$ cat src/rtl/clk_div_ce_multi.sv
// Multi-channel programmable clock-enable generator: each channel pulses ce every
// active+1 clocks and toggles tgl on each pulse; divide values reload at terminal count.
module clk_div_ce_multi #(
  parameter int NCHAN       = 4,
  parameter int DIV_WIDTH   = 8,
  parameter int DEFAULT_DIV = 31
) (
  input  logic                 clk,
  input  logic                 rst_n,
  input  logic                 wr_en,
  input  logic [3:0]           wr_chan,
  input  logic [DIV_WIDTH-1:0] wr_div,
  input  logic                 sync,
  input  logic [NCHAN-1:0]     en,
  output logic [NCHAN-1:0]     ce,
  output logic [NCHAN-1:0]     tgl
);

  localparam logic [DIV_WIDTH-1:0] DEF_DIV = DIV_WIDTH'(DEFAULT_DIV);

  logic [DIV_WIDTH-1:0] cnt    [NCHAN];
  logic [DIV_WIDTH-1:0] shadow [NCHAN];
  logic [DIV_WIDTH-1:0] active [NCHAN];
  logic                 unused_active;

  // Shadow writes land with non-blocking semantics, so a reload on the same
  // edge always picks up the previous shadow value.
  always_ff @(posedge clk) begin
    if (!rst_n) begin
      for (int i = 0; i < NCHAN; i++) begin
        cnt[i]    <= DEF_DIV;
        shadow[i] <= DEF_DIV;
        active[i] <= DEF_DIV;
        ce[i]     <= 1'b0;
        tgl[i]    <= 1'b0;
      end
    end else begin
      for (int i = 0; i < NCHAN; i++) begin
        if (wr_en && (wr_chan == 4'(i)))
          shadow[i] <= wr_div;

        if (!en[i] || sync) begin
          cnt[i]    <= shadow[i];
          active[i] <= shadow[i];
          ce[i]     <= 1'b0;
        end else if (cnt[i] == '0) begin
          cnt[i]    <= shadow[i];
          active[i] <= shadow[i];
          ce[i]     <= 1'b1;
          tgl[i]    <= ~tgl[i];
        end else begin
          cnt[i] <= cnt[i] - 1'b1;
          ce[i]  <= 1'b0;
        end
      end
    end
  end

  // active[] records the period in force for debug visibility only.
  always_comb begin
    unused_active = 1'b0;
    for (int i = 0; i < NCHAN; i++)
      unused_active = unused_active ^ (^active[i]);
  end

endmodule

$ cat config.mk
export PLATFORM = sky130hd
export DESIGN_NAME = clk_div_ce_multi
export DESIGN_NICKNAME = d
export VERILOG_FILES = /design/src/rtl/clk_div_ce_multi.sv
export SDC_FILE = /design/constraint.sdc
export NUM_CORES = 1
export LEC_CHECK = 0
export ABC_AREA = 1
export CAP_MARGIN = 0
export CELL_PAD_IN_SITES_DETAIL_PLACEMENT = 0
export CELL_PAD_IN_SITES_GLOBAL_PLACEMENT = 1
export CORE_ASPECT_RATIO = 0.6
export CORE_MARGIN = 8
export CORE_UTILIZATION = 35
export DETAILED_ROUTE_END_ITERATION = 8
export GPL_ROUTABILITY_DRIVEN = 0
export PLACE_DENSITY = 0.72
export SLEW_MARGIN = 0
export SYNTH_ARGS = -nofsm -noshare
export SYNTH_HDL_FRONTEND = slang
export SYNTH_SLANG_ARGS = --single-unit
$ cat constraint.sdc
create_clock -name clk -period 4.51 [get_ports clk]
set_clock_uncertainty 0.1 [all_clocks]
set_input_delay 0.902 -clock clk [delete_from_list [all_inputs] [get_ports clk]]
set_output_delay 0.902 -clock clk [all_outputs]
set_load 0.02 [all_outputs]
==> results of run 1 <==
flip-flops by register name, indices dropped and copies added (netlist names):
signal and cells:
shadow 32, cnt 32, ce 4, tgl 4
Yosys cell counts (all sizes together):
cell type / n / area [µm²]
nand3b: 7 / 52.6
nand2: 137 / 532
xor2: 4 / 35.0
inv: 62 / 233
buf: 4 / 28.8
clkbuf: 2 / 7.51
edfxtp: 64 / 1920
ha: 7 / 87.6
nand3: 46 / 230
dfxtp: 8 / 160
and2: 2 / 12.5
nor3: 1 / 5.00
nor2: 78 / 350
o21ai: 7 / 38.8
nand4: 10 / 62.6
conb: 1 / 3.75
a21oi: 7 / 35.0
xnor2: 2 / 17.5
nor4: 2 / 12.5
logic make-up after synthesis:
kind of cell,share of synthesized area (%)
buffers and inverters,7.03
AOI/OAI and AO/OA,1.93
adders and majority gates,2.29
DFF,54.4
xor gates and xnor gates,1.37
and+or+nand+nor,32.9
other,0.0980
per-stage QoR:
stage | instances | util [%] | power [W] | setup slack (ps)
after floorplan | 482 | - | 0.000892 | 2590
after CTS | 659 | 43.9 | 0.00166 | 2000
after global routing | 659 | 43.9 | 0.00171 | 1830
after detailed placement | 643 | 41.1 | 0.000945 | 1670
after global placement | 643 | 41.1 | 0.000942 | 1720
final | 659 | 43.9 | 0.00164 | 2010
tightest hold or removal path, stage by stage, from the launching register on:
cell,delay [ps]
dfxtp_1,350
a21oi_1,50
nor2_1,90
worst paths after layout:
path | startpoint | to | slack, ps | cells past startpoint
max | rst_n | shadow[2][5] | 2010 | 6
min | tgl[3] | tgl[3] | 420 | 2
max reg2reg | cnt[0][0] | cnt[0][7] | 2540 | 9
min reg2reg | tgl[3] | tgl[3] | 420 | 2
power by group:
group / switching [W] / internal [W]
Sequential: 0.0000207 / 0.000768
Combinational: 0.0000915 / 0.0000507
Clock: 0.000266 / 0.000439
metal layers:
| metal | global-route usage, % | vias to the layer above |
|---|---|---|
| li1 | - | 1558 |
| met2 | 17.1 | 58 |
| met3 | 4.00 | 9 |
| met4 | 3.63 | 0 |
| met1 | 18.1 | 1321 |
| met5 | 0 | - |
cell type report:
class | instances | share of cell area, %
sequential | 72 | 44.7
timing repair buffer | 28 | 5.97
inverter | 62 | 5.00
multi-input combinational | 342 | 34.2
tap | 139 | 3.74
clock buffer | 10 | 5.13
clock inverter | 6 | 1.26
==> results.ini, run 1 <==
[power_and_ir_drop]
ir_worst_vdd_mv=0.196
powerDensity_nw_per_um2=351
leakagePower_nw=1.99

[clocking]
cts_setup_buffers=0
insertion_delay_ps=330
cts_root_buf=clkbuf_16
path_clk_slew_ps=60
cts_made_buffers=9
cts_max_level=3
cts_tree=done
clkSinkCount=72
post_cts_resized=0
cts.path.max_buffers=2
hold_buffers=0

[critical_path]
start_kind=input pin
crit_arrival_ps=2590
cp.required_ps=4600
criticalPathCategory=input pin to flop
cpLargestDelayFamily=buffers and inverters
cpPeakStageDelay_ps=460
path_buf_inv=4
cp_common_cell=nor2_1
crit_path_end_kind=flop
crit_slowest_cell=clkdlybuf4s50_1
cp_max_fo=36
worstPathCellList=clkdlybuf4s50_1 > buf_4 > inv_2 > nor2_1 > inv_1 > nor2_1

[route]
wl_met1_um=4570
vias=2946
wl_met3_um=472
maxUsedRoutingLayer=met4
dr.pass1.iters=4
drc_errors=0
wire_per_inst_um=12.8
drt_wl_total_um=8410
drt-initial-drc-count=173
vias_per_cell=4.47
routed-wl-met2_um=3270
postRouteAntennaNets=0

[layout]
seqCellArea_um2=2080
final_nets=542
fin_area_um2=4660
fillers=1095
layout_common_cells=nand2_1 (130), nor2_1 (67), edfxtp_1 (64)
drive_gt1_share_pct=7.12
layout_commonest_cell=nand2_1
multi_input_comb_area_um2=1590
n_antenna_cell=0
area_growth_pct=21.7

[synthesis]
ys_ff_latch=72
netlist_area_um2=3830
ys_seq_area_share_pct=54.4
yosys_warnings=0
syn_avg_cell_area_um2=8.48
syn_inst=451
ys_types=26

[timing]
max_slew.worst_pin.slew_ps=623
period_needed_ps=2500
finalSetupViolations=0
whs_ps=417
rsz0062_at_grt=no
max_slew_margin_pct=58.4
maxSlewViolCount=0
fin_tns_setup_ps=0
clock.fmax_mhz=400
post-route-period-util_pct=55.4
hold_viol_final=0

[global_route]
grt_pass1_wl_um=14300
gr-usage-all-layers_pct=12.5
first_global_vias=2896
overflow=0
grt_max_degree=37
antenna_found_initial=0

[placed_design]
dp_hpwl_um=6370
portBuffers=27
placed_area_um2=4360

[floorplanning]
core_um2=10600
die_x_um=151
initial_core_util_pct=36.1
dieArea_um2=14600
ios=28
die_h_um=97.0
row_count=29

[run]
cap_violations=0

[worst_hold_path]
min_path_type=flop to flop

[outcome]
status=finished clean

No activity file was read; power rests on OpenSTA's default activity.
==> inputs of run 2 (changes only) <==
- PLACE_DENSITY: 0.72 -> 0.74
- clock period: 4.51 -> 2.1 ns (I/O delays scaled with it)
==> run 2 against run 1 <==
Cell count rose by 1.4%; global-route usage rose by 0.088 points; non-clock buffer count increased by 9.
==> results.ini, run 2 (synthesis results as in run 1) <==
[outcome]
status=finished clean

[power_and_ir_drop]
powerDensity_nw_per_um2=763
ir_worst_vdd_mv=0.430
leakagePower_nw=2.05

[critical_path]
crit_arrival_ps=1840
ff2ff_setup_slack_ps=250
start_kind=flop
cp.required_ps=2090
crit_path_end_kind=flop
cp_max_fo=8
cpPeakStageDelay_ps=370
r2r_end=cnt[0][7]
critical_path.endpoint=cnt[0][7]
criticalPathCategory=flop to flop
crit_slowest_cell=edfxtp_1
r2r_cells=9
rr_startpoint=cnt[0][0]
setup.worst_path.start=cnt[0][0]
worstPathCellList=inv_1 > ha_1 > inv_1 > nor3_2 > nand2_2 > nand2_2 > nand2_1 > nand2_1 > nor2_1

[floorplanning]
dieArea_um2=14600
initial_core_util_pct=36.1
row_count=29
die_x_um=151
core_um2=10600
die_h_um=97.0
ios=28

[global_route]
grt_pass1_wl_um=14500
overflow=0
antenna_found_initial=0
first_global_vias=2970
grt_max_degree=26
gr-usage-all-layers_pct=12.6

[layout]
final_nets=551
layout_commonest_cell=nand2_1
area_growth_pct=24.3
drive_gt1_share_pct=8.88
top_regs=cnt (32), shadow (32)
n_antenna_cell=0
fin_area_um2=4750
layout_common_cells=nand2_1 (130), nor2_1 (67), edfxtp_1 (64)

[clocking]
cts_made_buffers=9
cts.path.max_buffers=2
clkSinkCount=72
hold_buffers=0
path_clk_slew_ps=60
cts_tree=done
cts_max_level=3
cts_root_buf=clkbuf_16
insertion_delay_ps=330
post_cts_resized=0
cts_setup_buffers=0

[timing]
finalSetupViolations=0
post-route-period-util_pct=88.1
period_needed_ps=1850
fin_tns_setup_ps=0
maxSlewViolCount=0
clock.fmax_mhz=540
hold_viol_final=0
rsz0062_at_grt=no

[route]
vias=3041
drt_wl_total_um=8550
postRouteAntennaNets=0
drt-initial-drc-count=185
drc_errors=0
vias_per_cell=4.55
wire_per_inst_um=12.8
dr.pass1.iters=4

[worst_hold_path]
min_path_type=flop to flop

[run]
cap_violations=0

[placed_design]
portBuffers=27
dp_hpwl_um=6570
placed_area_um2=4440

==> run 2: cell types whose count changed in the layout (fill, tap and decap cells not counted), sizes merged <==
cell and delta:
buf +9, clkbuf -1, clkinv +1, clkinvlp -1, bufinv +1
==> run 2: worst min path at each step <==
stage                       from         to  slack [ps]  cells past startpoint
floorplan           shadow[3][5]  cnt[3][5]         390                      2
global placement          tgl[2]     tgl[2]         390                      2
detailed placement        tgl[2]     tgl[2]         410                      2
CTS                       tgl[2]     tgl[2]         420                      2
global route        shadow[1][2]  cnt[1][2]         460                      2
finish                    tgl[2]     tgl[2]         410                      2
==> run 2: area by class of cell <==
class                           count  area (µm²)
Timing Repair Buffer               37         358
Clock inverter                      7        86.3
Inverter                           62         233
Tap cell                          139         174
Multi-Input combinational cell    342        1600
Sequential cell                    72        2080
Clock buffer                        9         225
Fill cell                        1047        5840
==> run 2: power by group <==
| part | total, W | internal [W] | switching [W] |
|---|---|---|---|
| registers | 0.00169 | 0.00165 | 0.0000449 |
| logic | 0.000323 | 0.000122 | 0.000202 |
| clock network | 0.00161 | 0.00103 | 0.000585 |
==> run 2: layer usage <==
| layer | vias up | part of all wire, % | GRT usage, % |
|---|---|---|---|
| met5 | - | 0 | 0 |
| met3 | 14 | 6.2 | 4.51 |
| met2 | 74 | 39 | 16.2 |
| met1 | 1375 | 54 | 18.6 |
| met4 | 0 | 1.5 | 4.31 |
| li1 | 1578 | - | - |
==> run 2: critical path: cells and delay by family (launching register included) <==
kind | cells | cell delay, ps
simple gates | 6 | 710
flops | 1 | 370
buf+inv | 2 | 240
fa+ha+maj | 1 | 180
==> run 2: stage by stage <==
step	std cells	power, W	util [%]	hold slack, ps	setup WS (ps)
floorplan	482	0.00192	-	394	461
global placement	652	0.00204	41.9	386	92.2
detailed placement	652	0.00204	41.9	405	12.8
CTS	668	0.00367	44.8	417	93.0
global route	668	0.00376	44.9	455	94.1
finish	668	0.00363	44.9	406	250
